--- config.mk ---
export PLATFORM = sky130hd
export DESIGN_NAME = iic_slave_regfile_flat
export DESIGN_NICKNAME = d
export VERILOG_FILES = /design/src/rtl/iic_slave_regfile_if.sv /design/src/rtl/iic_slave_regfile.sv /design/src/flat_wrapper.sv
export SDC_FILE = /design/constraint.sdc
export NUM_CORES = 1
export LEC_CHECK = 0
export CORE_MARGIN = 2
export CORE_UTILIZATION = 61
export CTS_BUF_LIST = sky130_fd_sc_hd__clkbuf_8
export CTS_CLUSTER_DIAMETER = 200
export DETAILED_ROUTE_END_ITERATION = 7
export PLACE_DENSITY = 0.78
export RECOVER_POWER = 25
export SLEW_MARGIN = 30
export SYNTH_ARGS = -nofsm -noshare
export SYNTH_HDL_FRONTEND = slang
export SYNTH_SLANG_ARGS = --single-unit
--- constraint.sdc ---
create_clock -name clk -period 2.6 [get_ports clk]
set_input_delay 0.52 -clock clk [delete_from_list [all_inputs] [get_ports clk]]
set_output_delay 0.52 -clock clk [all_outputs]
set_load 0.01 [all_outputs]
--- src/rtl/iic_slave_regfile_if.sv ---
// Bus-side and host-side signal bundle for iic_slave_regfile.
//   slave  modport : used by the register-file slave (DUT side)
//   master modport : used by whatever drives the I2C pins and host port
// Signals:
//   scl, sda_in          raw I2C pins (asynchronous to clk)
//   sda_oe               1 = pull SDA low, 0 = release
//   host_we/addr/wdata   host register write port
//   host_rdata           combinational read of register host_addr
//   bus_wr, bus_wr_addr  one-clk pulse and index when the bus writes a register
//   busy                 addressed transfer in progress
interface iic_slave_regfile_if #(
   parameter int AW = 2
);
   logic          scl;
   logic          sda_in;
   logic          sda_oe;
   logic          host_we;
   logic [AW-1:0] host_addr;
   logic [7:0]    host_wdata;
   logic [7:0]    host_rdata;
   logic          bus_wr;
   logic [AW-1:0] bus_wr_addr;
   logic          busy;

   modport slave (
      input  scl, sda_in, host_we, host_addr, host_wdata,
      output sda_oe, host_rdata, bus_wr, bus_wr_addr, busy
   );

   modport master (
      output scl, sda_in, host_we, host_addr, host_wdata,
      input  sda_oe, host_rdata, bus_wr, bus_wr_addr, busy
   );
endinterface

--- src/rtl/iic_slave_regfile.sv ---
// I2C slave exposing NUM_REGS 8-bit registers, shared with a host port.
// Bus protocol: [START] addr+W, pointer, data... or [START] addr+R, data...
// The pointer auto-increments (wrapping) after every written byte and every
// ACKed read byte, and survives repeated START and STOP.
// Ports:
//   clk    system clock (>= 8x SCL)
//   rst_n  asynchronous active-low reset
//   bus    iic_slave_regfile_if.slave (pins, host port, status)
//
// state     | meaning
// ----------+-----------------------------------------------------------
// IDLE      | not addressed, waiting for START
// ADDR      | shifting in the 7-bit address + R/W bit
// ADDR_ACK  | driving ACK for a matched address
// PTR       | shifting in the register pointer byte
// PTR_ACK   | driving ACK for a valid pointer
// WDATA     | shifting in a write data byte
// WDATA_ACK | driving ACK for a written byte
// RDATA     | shifting out register[pointer], MSB first
// RACK      | sampling the master's ACK/NACK after a read byte
module iic_slave_regfile #(
   parameter logic [6:0] DEV_ADDR = 7'h01,
   parameter int         NUM_REGS = 4,
   parameter int         AW       = 2
) (
   input logic                clk,
   input logic                rst_n,
   iic_slave_regfile_if.slave bus
);

   typedef enum logic [3:0] {
      IDLE, ADDR, ADDR_ACK, PTR, PTR_ACK, WDATA, WDATA_ACK, RDATA, RACK
   } state_t;

   state_t        r_state, w_state_nxt;

   logic          r_scl_s1, r_scl_s2, r_scl_d;
   logic          r_sda_s1, r_sda_s2, r_sda_d;
   logic          w_scl_rise, w_scl_fall, w_start, w_stop;

   logic [3:0]    r_bit_cnt, w_bit_cnt_nxt;
   logic [7:0]    r_shift, w_shift_nxt;
   logic [AW-1:0] r_ptr, w_ptr_nxt, w_ptr_inc;
   logic          r_sda_oe, w_sda_oe_nxt;
   logic          r_busy, w_busy_nxt;
   logic          r_bus_wr;
   logic [AW-1:0] r_bus_wr_addr;
   logic          w_bus_we;
   logic          w_ptr_ok;

   logic [7:0]    r_regs [NUM_REGS];
   logic [7:0]    w_ptr_data, w_host_rdata;

   // Synchronisers; the third flop of each chain is the "previous" value
   // used for edge detection, so every decision uses settled samples.
   always_ff @(posedge clk or negedge rst_n) begin
      if (!rst_n) begin
         r_scl_s1 <= 1'b1;
         r_scl_s2 <= 1'b1;
         r_scl_d  <= 1'b1;
         r_sda_s1 <= 1'b1;
         r_sda_s2 <= 1'b1;
         r_sda_d  <= 1'b1;
      end else begin
         r_scl_s1 <= bus.scl;
         r_scl_s2 <= r_scl_s1;
         r_scl_d  <= r_scl_s2;
         r_sda_s1 <= bus.sda_in;
         r_sda_s2 <= r_sda_s1;
         r_sda_d  <= r_sda_s2;
      end
   end

   assign w_scl_rise = r_scl_s2 & ~r_scl_d;
   assign w_scl_fall = ~r_scl_s2 & r_scl_d;
   assign w_start    = r_scl_s2 & r_scl_d & r_sda_d & ~r_sda_s2;
   assign w_stop     = r_scl_s2 & r_scl_d & ~r_sda_d & r_sda_s2;

   // Register read muxes built as loops so a non-power-of-two NUM_REGS
   // never indexes past the array.
   always_comb begin
      w_ptr_data   = 8'h00;
      w_host_rdata = 8'h00;
      for (int i = 0; i < NUM_REGS; i++) begin
         if (r_ptr == AW'(i))         w_ptr_data   = r_regs[i];
         if (bus.host_addr == AW'(i)) w_host_rdata = r_regs[i];
      end
   end

   assign w_ptr_inc = (r_ptr == AW'(NUM_REGS - 1)) ? '0 : r_ptr + AW'(1);
   assign w_ptr_ok  = (32'(r_shift) < NUM_REGS);

   always_comb begin
      w_state_nxt   = r_state;
      w_bit_cnt_nxt = r_bit_cnt;
      w_shift_nxt   = r_shift;
      w_ptr_nxt     = r_ptr;
      w_sda_oe_nxt  = r_sda_oe;
      w_bus_we      = 1'b0;

      if (w_start) begin
         w_state_nxt   = ADDR;
         w_bit_cnt_nxt = 4'd0;
         w_sda_oe_nxt  = 1'b0;
      end else if (w_stop) begin
         w_state_nxt  = IDLE;
         w_sda_oe_nxt = 1'b0;
      end else begin
         if ((r_state == ADDR || r_state == PTR || r_state == WDATA) &&
             w_scl_rise && (r_bit_cnt != 4'd8)) begin
            w_shift_nxt   = {r_shift[6:0], r_sda_s2};
            w_bit_cnt_nxt = r_bit_cnt + 4'd1;
         end

         case (r_state)
            IDLE: begin
            end

            ADDR: begin
               if (w_scl_fall && r_bit_cnt == 4'd8) begin
                  if (r_shift[7:1] == DEV_ADDR) begin
                     w_state_nxt  = ADDR_ACK;
                     w_sda_oe_nxt = 1'b1;
                  end else begin
                     w_state_nxt = IDLE;
                  end
               end
            end

            // R/W bit is still held in r_shift[0] throughout the ACK slot.
            ADDR_ACK: begin
               if (w_scl_fall) begin
                  w_bit_cnt_nxt = 4'd0;
                  if (r_shift[0]) begin
                     w_state_nxt  = RDATA;
                     w_shift_nxt  = w_ptr_data;
                     w_sda_oe_nxt = ~w_ptr_data[7];
                  end else begin
                     w_state_nxt  = PTR;
                     w_sda_oe_nxt = 1'b0;
                  end
               end
            end

            PTR: begin
               if (w_scl_fall && r_bit_cnt == 4'd8) begin
                  if (w_ptr_ok) begin
                     w_ptr_nxt    = r_shift[AW-1:0];
                     w_state_nxt  = PTR_ACK;
                     w_sda_oe_nxt = 1'b1;
                  end else begin
                     w_state_nxt = IDLE;
                  end
               end
            end

            PTR_ACK, WDATA_ACK: begin
               if (w_scl_fall) begin
                  w_state_nxt   = WDATA;
                  w_bit_cnt_nxt = 4'd0;
                  w_sda_oe_nxt  = 1'b0;
               end
            end

            WDATA: begin
               if (w_scl_fall && r_bit_cnt == 4'd8) begin
                  w_bus_we     = 1'b1;
                  w_ptr_nxt    = w_ptr_inc;
                  w_state_nxt  = WDATA_ACK;
                  w_sda_oe_nxt = 1'b1;
               end
            end

            // Bit 7 is already on the line at entry; each later falling edge
            // presents the next bit until all eight have been clocked.
            RDATA: begin
               if (w_scl_rise) begin
                  w_bit_cnt_nxt = r_bit_cnt + 4'd1;
               end else if (w_scl_fall && r_bit_cnt != 4'd0) begin
                  if (r_bit_cnt == 4'd8) begin
                     w_state_nxt   = RACK;
                     w_bit_cnt_nxt = 4'd0;
                     w_sda_oe_nxt  = 1'b0;
                  end else begin
                     w_shift_nxt  = {r_shift[6:0], 1'b0};
                     w_sda_oe_nxt = ~r_shift[6];
                  end
               end
            end

            // bit_cnt=1 marks "ACK seen, pointer already advanced".
            RACK: begin
               if (w_scl_rise) begin
                  if (!r_sda_s2) begin
                     w_ptr_nxt     = w_ptr_inc;
                     w_bit_cnt_nxt = 4'd1;
                  end else begin
                     w_state_nxt = IDLE;
                  end
               end else if (w_scl_fall && r_bit_cnt == 4'd1) begin
                  w_state_nxt   = RDATA;
                  w_bit_cnt_nxt = 4'd0;
                  w_shift_nxt   = w_ptr_data;
                  w_sda_oe_nxt  = ~w_ptr_data[7];
               end
            end

            default: begin
               w_state_nxt  = IDLE;
               w_sda_oe_nxt = 1'b0;
            end
         endcase
      end

      // busy rises on an address match and holds across repeated START.
      if (w_state_nxt == IDLE)
         w_busy_nxt = 1'b0;
      else if (w_state_nxt == ADDR_ACK)
         w_busy_nxt = 1'b1;
      else
         w_busy_nxt = r_busy;
   end

   always_ff @(posedge clk or negedge rst_n) begin
      if (!rst_n) begin
         r_state       <= IDLE;
         r_bit_cnt     <= 4'd0;
         r_shift       <= 8'h00;
         r_ptr         <= '0;
         r_sda_oe      <= 1'b0;
         r_busy        <= 1'b0;
         r_bus_wr      <= 1'b0;
         r_bus_wr_addr <= '0;
      end else begin
         r_state   <= w_state_nxt;
         r_bit_cnt <= w_bit_cnt_nxt;
         r_shift   <= w_shift_nxt;
         r_ptr     <= w_ptr_nxt;
         r_sda_oe  <= w_sda_oe_nxt;
         r_busy    <= w_busy_nxt;
         r_bus_wr  <= w_bus_we;
         if (w_bus_we)
            r_bus_wr_addr <= r_ptr;
      end
   end

   // A bus write wins over a host write to the same register; host writes
   // to other registers in the same clk still land.
   always_ff @(posedge clk or negedge rst_n) begin
      if (!rst_n) begin
         for (int i = 0; i < NUM_REGS; i++)
            r_regs[i] <= 8'h00;
      end else begin
         for (int i = 0; i < NUM_REGS; i++) begin
            if (w_bus_we && r_ptr == AW'(i))
               r_regs[i] <= r_shift;
            else if (bus.host_we && bus.host_addr == AW'(i))
               r_regs[i] <= bus.host_wdata;
         end
      end
   end

   assign bus.sda_oe      = r_sda_oe;
   assign bus.busy        = r_busy;
   assign bus.bus_wr      = r_bus_wr;
   assign bus.bus_wr_addr = r_bus_wr_addr;
   assign bus.host_rdata  = w_host_rdata;

endmodule

--- src/flat_wrapper.sv ---
// flat-port wrapper written by rule: the top's interface ports become plain ports
module iic_slave_regfile_flat 
#(
   parameter logic [6:0] DEV_ADDR = 7'h01,
   parameter int         NUM_REGS = 4,
   parameter int         AW       = 2
)
  (clk, rst_n, bus_scl, bus_sda_in, bus_host_we, bus_host_addr, bus_host_wdata, bus_sda_oe, bus_host_rdata, bus_bus_wr, bus_bus_wr_addr, bus_busy);
  iic_slave_regfile_if #(.AW(AW)) bus_i ();
  input logic clk;
  input logic rst_n;
  input wire logic [$bits(bus_i.scl)-1:0] bus_scl;
  input wire logic [$bits(bus_i.sda_in)-1:0] bus_sda_in;
  input wire logic [$bits(bus_i.host_we)-1:0] bus_host_we;
  input wire logic [$bits(bus_i.host_addr)-1:0] bus_host_addr;
  input wire logic [$bits(bus_i.host_wdata)-1:0] bus_host_wdata;
  output wire logic [$bits(bus_i.sda_oe)-1:0] bus_sda_oe;
  output wire logic [$bits(bus_i.host_rdata)-1:0] bus_host_rdata;
  output wire logic [$bits(bus_i.bus_wr)-1:0] bus_bus_wr;
  output wire logic [$bits(bus_i.bus_wr_addr)-1:0] bus_bus_wr_addr;
  output wire logic [$bits(bus_i.busy)-1:0] bus_busy;
  assign bus_i.scl = bus_scl;
  assign bus_i.sda_in = bus_sda_in;
  assign bus_i.host_we = bus_host_we;
  assign bus_i.host_addr = bus_host_addr;
  assign bus_i.host_wdata = bus_host_wdata;
  assign bus_sda_oe = bus_i.sda_oe;
  assign bus_host_rdata = bus_i.host_rdata;
  assign bus_bus_wr = bus_i.bus_wr;
  assign bus_bus_wr_addr = bus_i.bus_wr_addr;
  assign bus_busy = bus_i.busy;
  iic_slave_regfile #(.DEV_ADDR(DEV_ADDR), .NUM_REGS(NUM_REGS), .AW(AW)) u_core (.clk(clk), .rst_n(rst_n), .bus(bus_i));
endmodule
==> flow_metrics.py, run 1 <==
metrics = {
    "sta": {
        "period_minus_slack_ps": 2510,
        "rsz0062_at_grt": "no",
        "max_freq_ghz": 0.399,
        "setup_tns_ps": 0,
        "final-hold-violation-count": 0,
        "maxSlewViolCount": 0,
        "setup_violations": 0,
        "fin_skew_ps": 18.1,
        "min_period_over_period": 0.964,
        "tightest_slew_ps": 1240,
        "timing.slew.headroom": 0.172,
    },
    "power_and_ir_drop": {
        "switching_power_w": 0.000794,
        "power_frac_clock": 0.370,
        "p_leak_nw": 2.01,
        "p_seq_frac": 0.451,
        "p_comb_frac": 0.178,
        "cell_internal_pwr_w": 0.00189,
        "p_per_area_nw_per_um2": 591,
        "peakVddDrop_v": 0.000626,
        "p_sw_frac": 0.296,
    },
    "clock_network": {
        "clkLatencyLatePin_ps": 360,
        "clkSlewWorstSetupHoldPaths_ps": 70,
        "post_cts_buffers": 0,
        "cts_hold_buf": 0,
        "cts.sinks": 61,
        "cts_htree_levels": 3,
        "clockBufferDepth": 2,
        "cts_buffers": 9,
        "cts_tree": "built",
        "root_buffer": "clkbuf_8",
    },
    "placement": {
        "portBuffers": 27,
        "dp_hpwl_um": 7180,
        "dp.cells": 516,
        "place_congestion": 0.898,
    },
    "global_route": {
        "grt_pass1_vias": 3476,
        "grt_max_degree": 39,
        "antenna_found_initial": 0,
        "grt_use_total": 0.312,
        "grt-ovfl-total": 0,
        "grt_pass1_wl_um": 17500,
    },
    "final_layout": {
        "fill_cells": 513,
        "layout.cells.non_filler": 532,
        "antennaDiodeCount": 0,
        "areaGrowthSynthToFinish_pct": 15.2,
        "multi_input_area_um2": 2210,
        "drive_above_1_share": 0.130,
        "finalNetCount": 472,
        "ff_latch_area_um2": 1530,
    },
    "yosys": {
        "yosys-top-cells-area": "dfrtp_1 (35%), mux2i_1 (10%), a21oi_1 (5.2%), mux4_2 (4.6%), dfstp_2 (4.0%)",
        "synthFlopType": "dfrtp_1",
        "synth-simple-area-share": 0.161,
        "ys_ff_latch": 61,
        "yosysSeqAreaShare": 0.389,
        "synth_top_area_frac": 0.349,
        "synth-edff-count": 0,
        "synthAdderAreaFrac": 0.0222,
        "synth_common_cells": "dfrtp_1 (55), nor2_1 (42), a21oi_1 (41), mux2i_1 (41), nand2_1 (40)",
        "synth.largest_area_cell": "dfrtp_1",
        "syn_inst": 421,
        "yosys_warnings": 0,
        "synth_area_um2": 3940,
        "synthMuxAreaShare": 0.158,
        "yosysMostFrequentCell": "dfrtp_1",
        "synth_xor_xnor_area_share": 0.00666,
        "syn_nets": 443,
        "ys_types": 63,
        "synth_top_family_by_area": "compound AO/OA/AOI/OAI gates",
        "synth_compound_area_frac": 0.212,
        "avgSynthCellArea_um2": 9.36,
        "synthArstFlopShare": 1.00,
    },
    "route": {
        "routed-wl-met2_um": 4860,
        "drt.antenna.violating_nets": 0,
        "wl_um": 10400,
        "drcViolationCount": 0,
        "wl_met3_um": 905,
        "via_per_inst": 6.72,
        "wl_per_cell_um": 19.6,
        "drt_iter0_markers": 473,
        "routed.top_layer": "met4",
        "met1_length_um": 4440,
        "vias": 3573,
        "dr.pass1.iters": 5,
    },
    "floorplan": {
        "rows": 29,
        "start_util": 0.624,
        "core-area_um2": 6310,
        "die_h_um": 84.4,
        "io_pins": 28,
        "dieArea_um2": 7120,
        "die_x_um": 84.4,
    },
    "critical_path": {
        "cp_max_fo": 5,
        "required_ps": 2080,
        "start_kind": "primary input",
        "critical_path_buf_inv_count": 3,
        "cp_slowest_cell": "mux4_2",
        "endpoint_kind": "output pin",
        "cp_cell_sequence": "clkdlybuf4s50_1, buf_4, mux4_2, dlygate4sd2_1",
        "critPathMaxStageDelay_ps": 510,
        "path_class": "in -> out",
        "arrival_ps": 1990,
        "critPathTopFamily": "buffers and inverters",
    },
    "job": {
        "cap_violations": 0,
    },
    "status": {
        "status": "finished, final reports clean",
    },
    "min_path": {
        "min_path_type": "reg -> reg",
    },
}
power by group through the flow:
stage,combinational [W],sequential [W],clock (W)
after floorplan,0.000343,0.00115,0
after global routing,0.000529,0.00122,0.00105
final,0.000479,0.00121,0.000994
after detailed placement,0.000498,0.00122,0
after global placement,0.000483,0.00122,0
after CTS,0.000482,0.00121,0.00100
kinds of logic after synthesis:
family,after synthesis
adder cells (fa/ha/maj),7
XOR/XNOR,3
buffers and inverters,42
AO/OA/AOI/OAI,125
multiplexers,52
AND/OR/NAND/NOR,131
flip-flops,61
through the flow:
step / total power, W / hold WS [ps] / instance area, um2 / util / setup slack, ps
after floorplan: 0.00150 / 224 / 3940 / - / 476
after global placement: 0.00170 / 346 / 4330 / 0.686 / -91.0
after detailed placement: 0.00172 / 347 / 4330 / 0.686 / -101
after CTS: 0.00269 / 157 / 4550 / 0.721 / 96.1
after global routing: 0.00281 / 372 / 4540 / 0.719 / 52.2
final: 0.00269 / 362 / 4540 / 0.719 / 93.8
cell usage in the layout (no fill, tap or decap), types with 3 or more instances in the layout:
| cell | count |
|---|---|
| dfstp_2 | 4 |
| nor2b_1 | 7 |
| clkdlybuf4s50_1 | 16 |
| ha_1 | 7 |
| mux4_2 | 8 |
| mux2_2 | 3 |
| nand2_1 | 38 |
| nor2_1 | 42 |
| nor3b_1 | 3 |
| a22oi_1 | 6 |
| o21ai_0 | 18 |
| a31oi_1 | 6 |
| nand3_1 | 10 |
| o21a_1 | 3 |
| clkbuf_8 | 10 |
| a221oi_1 | 4 |
| dfrtp_1 | 55 |
| inv_1 | 11 |
| o21bai_1 | 3 |
| o211ai_1 | 6 |
| dlygate4sd2_1 | 8 |
| a21oi_1 | 41 |
| a221o_1 | 9 |
| nand3b_1 | 3 |
| mux2i_1 | 41 |
| nor3_1 | 6 |
| nor4_1 | 3 |
| a21o_1 | 3 |
| buf_4 | 20 |
per-layer routing:
layer / GRT usage / up-vias
li1: - / 1625
met1: 0.449 / 1727
met2: 0.468 / 199
met3: 0.0639 / 22
met4: 0.124 / 0
met5: 0 / -
sequential cells by signal, summed over array words and instances, names as in the netlist:
register	cells
u_core.r_bit_cnt	4
u_core.r_sda_s2	1
u_core.bus.bus_wr_addr	2
u_core.r_shift	8
u_core.bus.sda_oe	1
u_core.r_state	4
u_core.r_regs	32
u_core.r_sda_s1	1
u_core.bus.bus_wr	1
u_core.r_ptr	2
u_core.r_scl_d	1
u_core.r_scl_s1	1
u_core.r_scl_s2	1
u_core.bus.busy	1
u_core.r_sda_d	1
worst paths after layout:
path	slack [ps]	depth (start not counted)	endpoint	startpoint
max in group asynchronous	620	2	u_core.r_regs[31]	rst_n
worst min register to register	360	0	u_core.r_sda_s2	u_core.r_sda_s1
worst max register to register	180	7	u_core.r_shift[1]	u_core.r_bit_cnt[0]
worst max-delay path	90	4	bus_host_rdata[3]	bus_host_addr[0]
min in group asynchronous	400	1	u_core.r_bit_cnt[3]	rst_n
worst min-delay path	360	0	u_core.r_sda_s2	u_core.r_sda_s1
area by class of cell:
| class | count | area share |
|---|---|---|
| Sequential cell | 61 | 0.338 |
| Inverter | 11 | 0.00909 |
| Tap cell | 77 | 0.0212 |
| Multi-Input combinational cell | 318 | 0.487 |
| Clock buffer | 10 | 0.0303 |
| Timing Repair Buffer | 49 | 0.0945 |
| Clock inverter | 6 | 0.0204 |
worst reg2reg max path, stage by stage, from the launching register on:
cell     delay (ps)
dfrtp_1         470
inv_1           120
ha_1            180
or3b_2          480
nand3_1         220
nor2_1           90
o31a_1          350
a221o_1         370
timing repair:
| action | in CTS | in global routing |
|---|---|---|
| resized for setup | 8 | 2 |
| endpoints found under the setup margin | 8 | 8 |
| pin swaps | 0 | 0 |
Power figures use the tool's default switching activity.
==> run 2: changes to the inputs <==
--- a/config.mk
+++ b/config.mk
@@ -5,6 +5,7 @@
 export SDC_FILE = /design/constraint.sdc
 export NUM_CORES = 1
 export LEC_CHECK = 0
+export CAP_MARGIN = 5
 export CORE_MARGIN = 2
 export CORE_UTILIZATION = 61
 export CTS_BUF_LIST = sky130_fd_sc_hd__clkbuf_8
==> constraint.sdc (replaced) <==
create_clock -name clk -period 2.6 [get_ports clk]
set_input_delay 0.52 -clock clk [delete_from_list [all_inputs] [get_ports clk]]
set_output_delay 0.52 -clock clk [all_outputs]
set_load 0.005 [all_outputs]
==> run 2 against run 1 <==
Net effect:
- clock-buffer cell count is the same
- via count is 2.5% lower
- hold slack is essentially flat
- critical path depth unchanged
- final cell count increased by 0.38%
==> flow_metrics.py, run 2 (synthesized netlist as in run 1, its figures left out) <==
metrics = {
    "floorplan": {
        "start_util": 0.624,
        "dieArea_um2": 7120,
        "core-area_um2": 6310,
        "rows": 29,
        "io_pins": 28,
        "die_x_um": 84.4,
        "die_h_um": 84.4,
    },
    "final_layout": {
        "final_common_cell": "dfrtp_1",
        "antennaDiodeCount": 0,
        "regMostFlops": "u_core.r_regs",
        "final_cell_mix": "dfrtp_1 (55), nor2_1 (42), mux2i_1 (41), a21oi_1 (41), nand2_1 (40)",
        "stdcell_area_um2": 4540,
        "largest_reg_flops": 32,
        "fill_cells": 506,
        "ff_latch_area_um2": 1530,
        "reg.largest.list": "u_core.r_regs (32), u_core.r_shift (8)",
        "finalNetCount": 474,
        "drive_above_1_share": 0.125,
        "final_util": 0.719,
        "areaGrowthSynthToFinish_pct": 15.1,
        "multi_input_area_um2": 2210,
    },
    "clock_network": {
        "cts_buffers": 9,
        "cts_hold_buf": 0,
        "clkSlewWorstSetupHoldPaths_ps": 70,
        "clkLatencyLatePin_ps": 350,
        "root_buffer": "clkbuf_8",
        "cts_htree_levels": 3,
        "cts.sinks": 61,
        "cts_tree": "built",
        "clockBufferDepth": 2,
    },
    "global_route": {
        "grt_pass1_vias": 3393,
        "grt_max_degree": 24,
        "grt_use_total": 0.304,
        "antenna_found_initial": 0,
        "grt_pass1_wl_um": 17100,
        "grt-ovfl-total": 0,
    },
    "min_path": {
        "min_to": "u_core.r_sda_s2",
        "min_path_type": "reg -> reg",
        "holdPathStages": 0,
        "hold_start": "u_core.r_sda_s1",
    },
    "critical_path": {
        "cp_max_fo": 12,
        "arrival_ps": 1960,
        "worstReg2RegEnd": "u_core.r_shift[5]",
        "start_kind": "primary input",
        "path_class": "in -> out",
        "reg2reg_from": "u_core.r_bit_cnt[0]",
        "rrSetupSlack_ps": 170,
        "endpoint_kind": "output pin",
        "required_ps": 2080,
        "rr_worst_depth": 7,
    },
    "sta": {
        "period_minus_slack_ps": 2480,
        "setup_violations": 0,
        "fin_skew_ps": 19.4,
        "final-hold-violation-count": 0,
        "tightest_slew_ps": 1270,
        "maxSlewViolCount": 0,
        "max_freq_ghz": 0.403,
        "rsz0062_at_grt": "no",
        "min_period_over_period": 0.954,
        "timing.slew.headroom": 0.151,
    },
    "placement": {
        "place_congestion": 0.902,
        "portBuffers": 27,
        "placed_area_um2": 4330,
        "dp_hpwl_um": 7300,
    },
    "route": {
        "via_per_inst": 6.53,
        "dr.pass1.iters": 5,
        "drcViolationCount": 0,
        "wl_um": 10500,
        "drt_iter0_markers": 355,
        "wl_per_cell_um": 19.6,
        "drt.antenna.violating_nets": 0,
        "vias": 3485,
    },
    "power_and_ir_drop": {
        "peakVddDrop_v": 0.000454,
        "total_power_w": 0.00257,
        "p_per_area_nw_per_um2": 566,
        "p_leak_nw": 2.01,
    },
    "job": {
        "cap_violations": 0,
    },
    "status": {
        "status": "finished, final reports clean",
    },
}
[run 2: changes by cell type in the layout (fill, tap and decap cells not counted), sizes merged]
cell,previous run,this run
clkdlybuf4s50,16,22
dlygate4sd2,8,2
buf,21,23
inv,13,12
bufinv,2,1
clkinvlp,2,1
clkinv,0,3
[run 2: final cells by class]
cell class / count / share of cell area
multi-input combinational: 318 / 0.486
sequential: 61 / 0.338
timing repair buffer: 51 / 0.101
clock buffer: 10 / 0.0303
tap: 77 / 0.0212
clock inverter: 6 / 0.0141
inverter: 11 / 0.00910
[run 2: how the worst max path moves through the flow]
stage                                   start                 to  slack [ps]  cells past startpoint
after floorplan               u_core.r_ptr[0]  u_core.r_regs[10]         480                     10
after global placement       bus_host_addr[0]  bus_host_rdata[3]         -60                      4
after detailed placement     bus_host_addr[0]  bus_host_rdata[3]        -110                      4
after CTS                    bus_host_addr[1]  bus_host_rdata[3]         130                      4
after global routing      u_core.r_bit_cnt[0]  u_core.r_regs[31]          20                      8
final                        bus_host_addr[1]  bus_host_rdata[3]         120                      4
[run 2: layer usage]
layer | up-vias | part of all wire | GRT usage
li1 | 1627 | - | -
met1 | 1695 | 0.46 | 0.439
met4 | 0 | 0.012 | 0.113
met5 | - | 0 | 0
met3 | 11 | 0.064 | 0.0501
met2 | 152 | 0.47 | 0.468
[run 2: timing repair]
action,4_1_cts,5_1_grt
resized for setup,4,0
buffers inserted,1,0
setup endpoints to repair,8,0
[run 2: power by group]
part,total [W],switching (W),internal [W]
registers,0.00121,0.000143,0.00107
clock network,0.000873,0.000406,0.000467
logic,0.000485,0.000214,0.000271
[run 2: metrics by stage]
step	worst slack, ps	hold slack [ps]	TNS (ps)	std cells
floorplan	476	224	0	421
global placement	-63.1	345	-369	517
detailed placement	-111	347	-607	517
CTS	128	146	0	534
global route	15.8	371	0	534
finish	119	362	0	534
[run 2: critical path, stage by stage]
cell,delay (ps)
clkdlybuf4s50_1,510
buf_12,150
mux4_2,300
clkdlybuf4s50_1,470
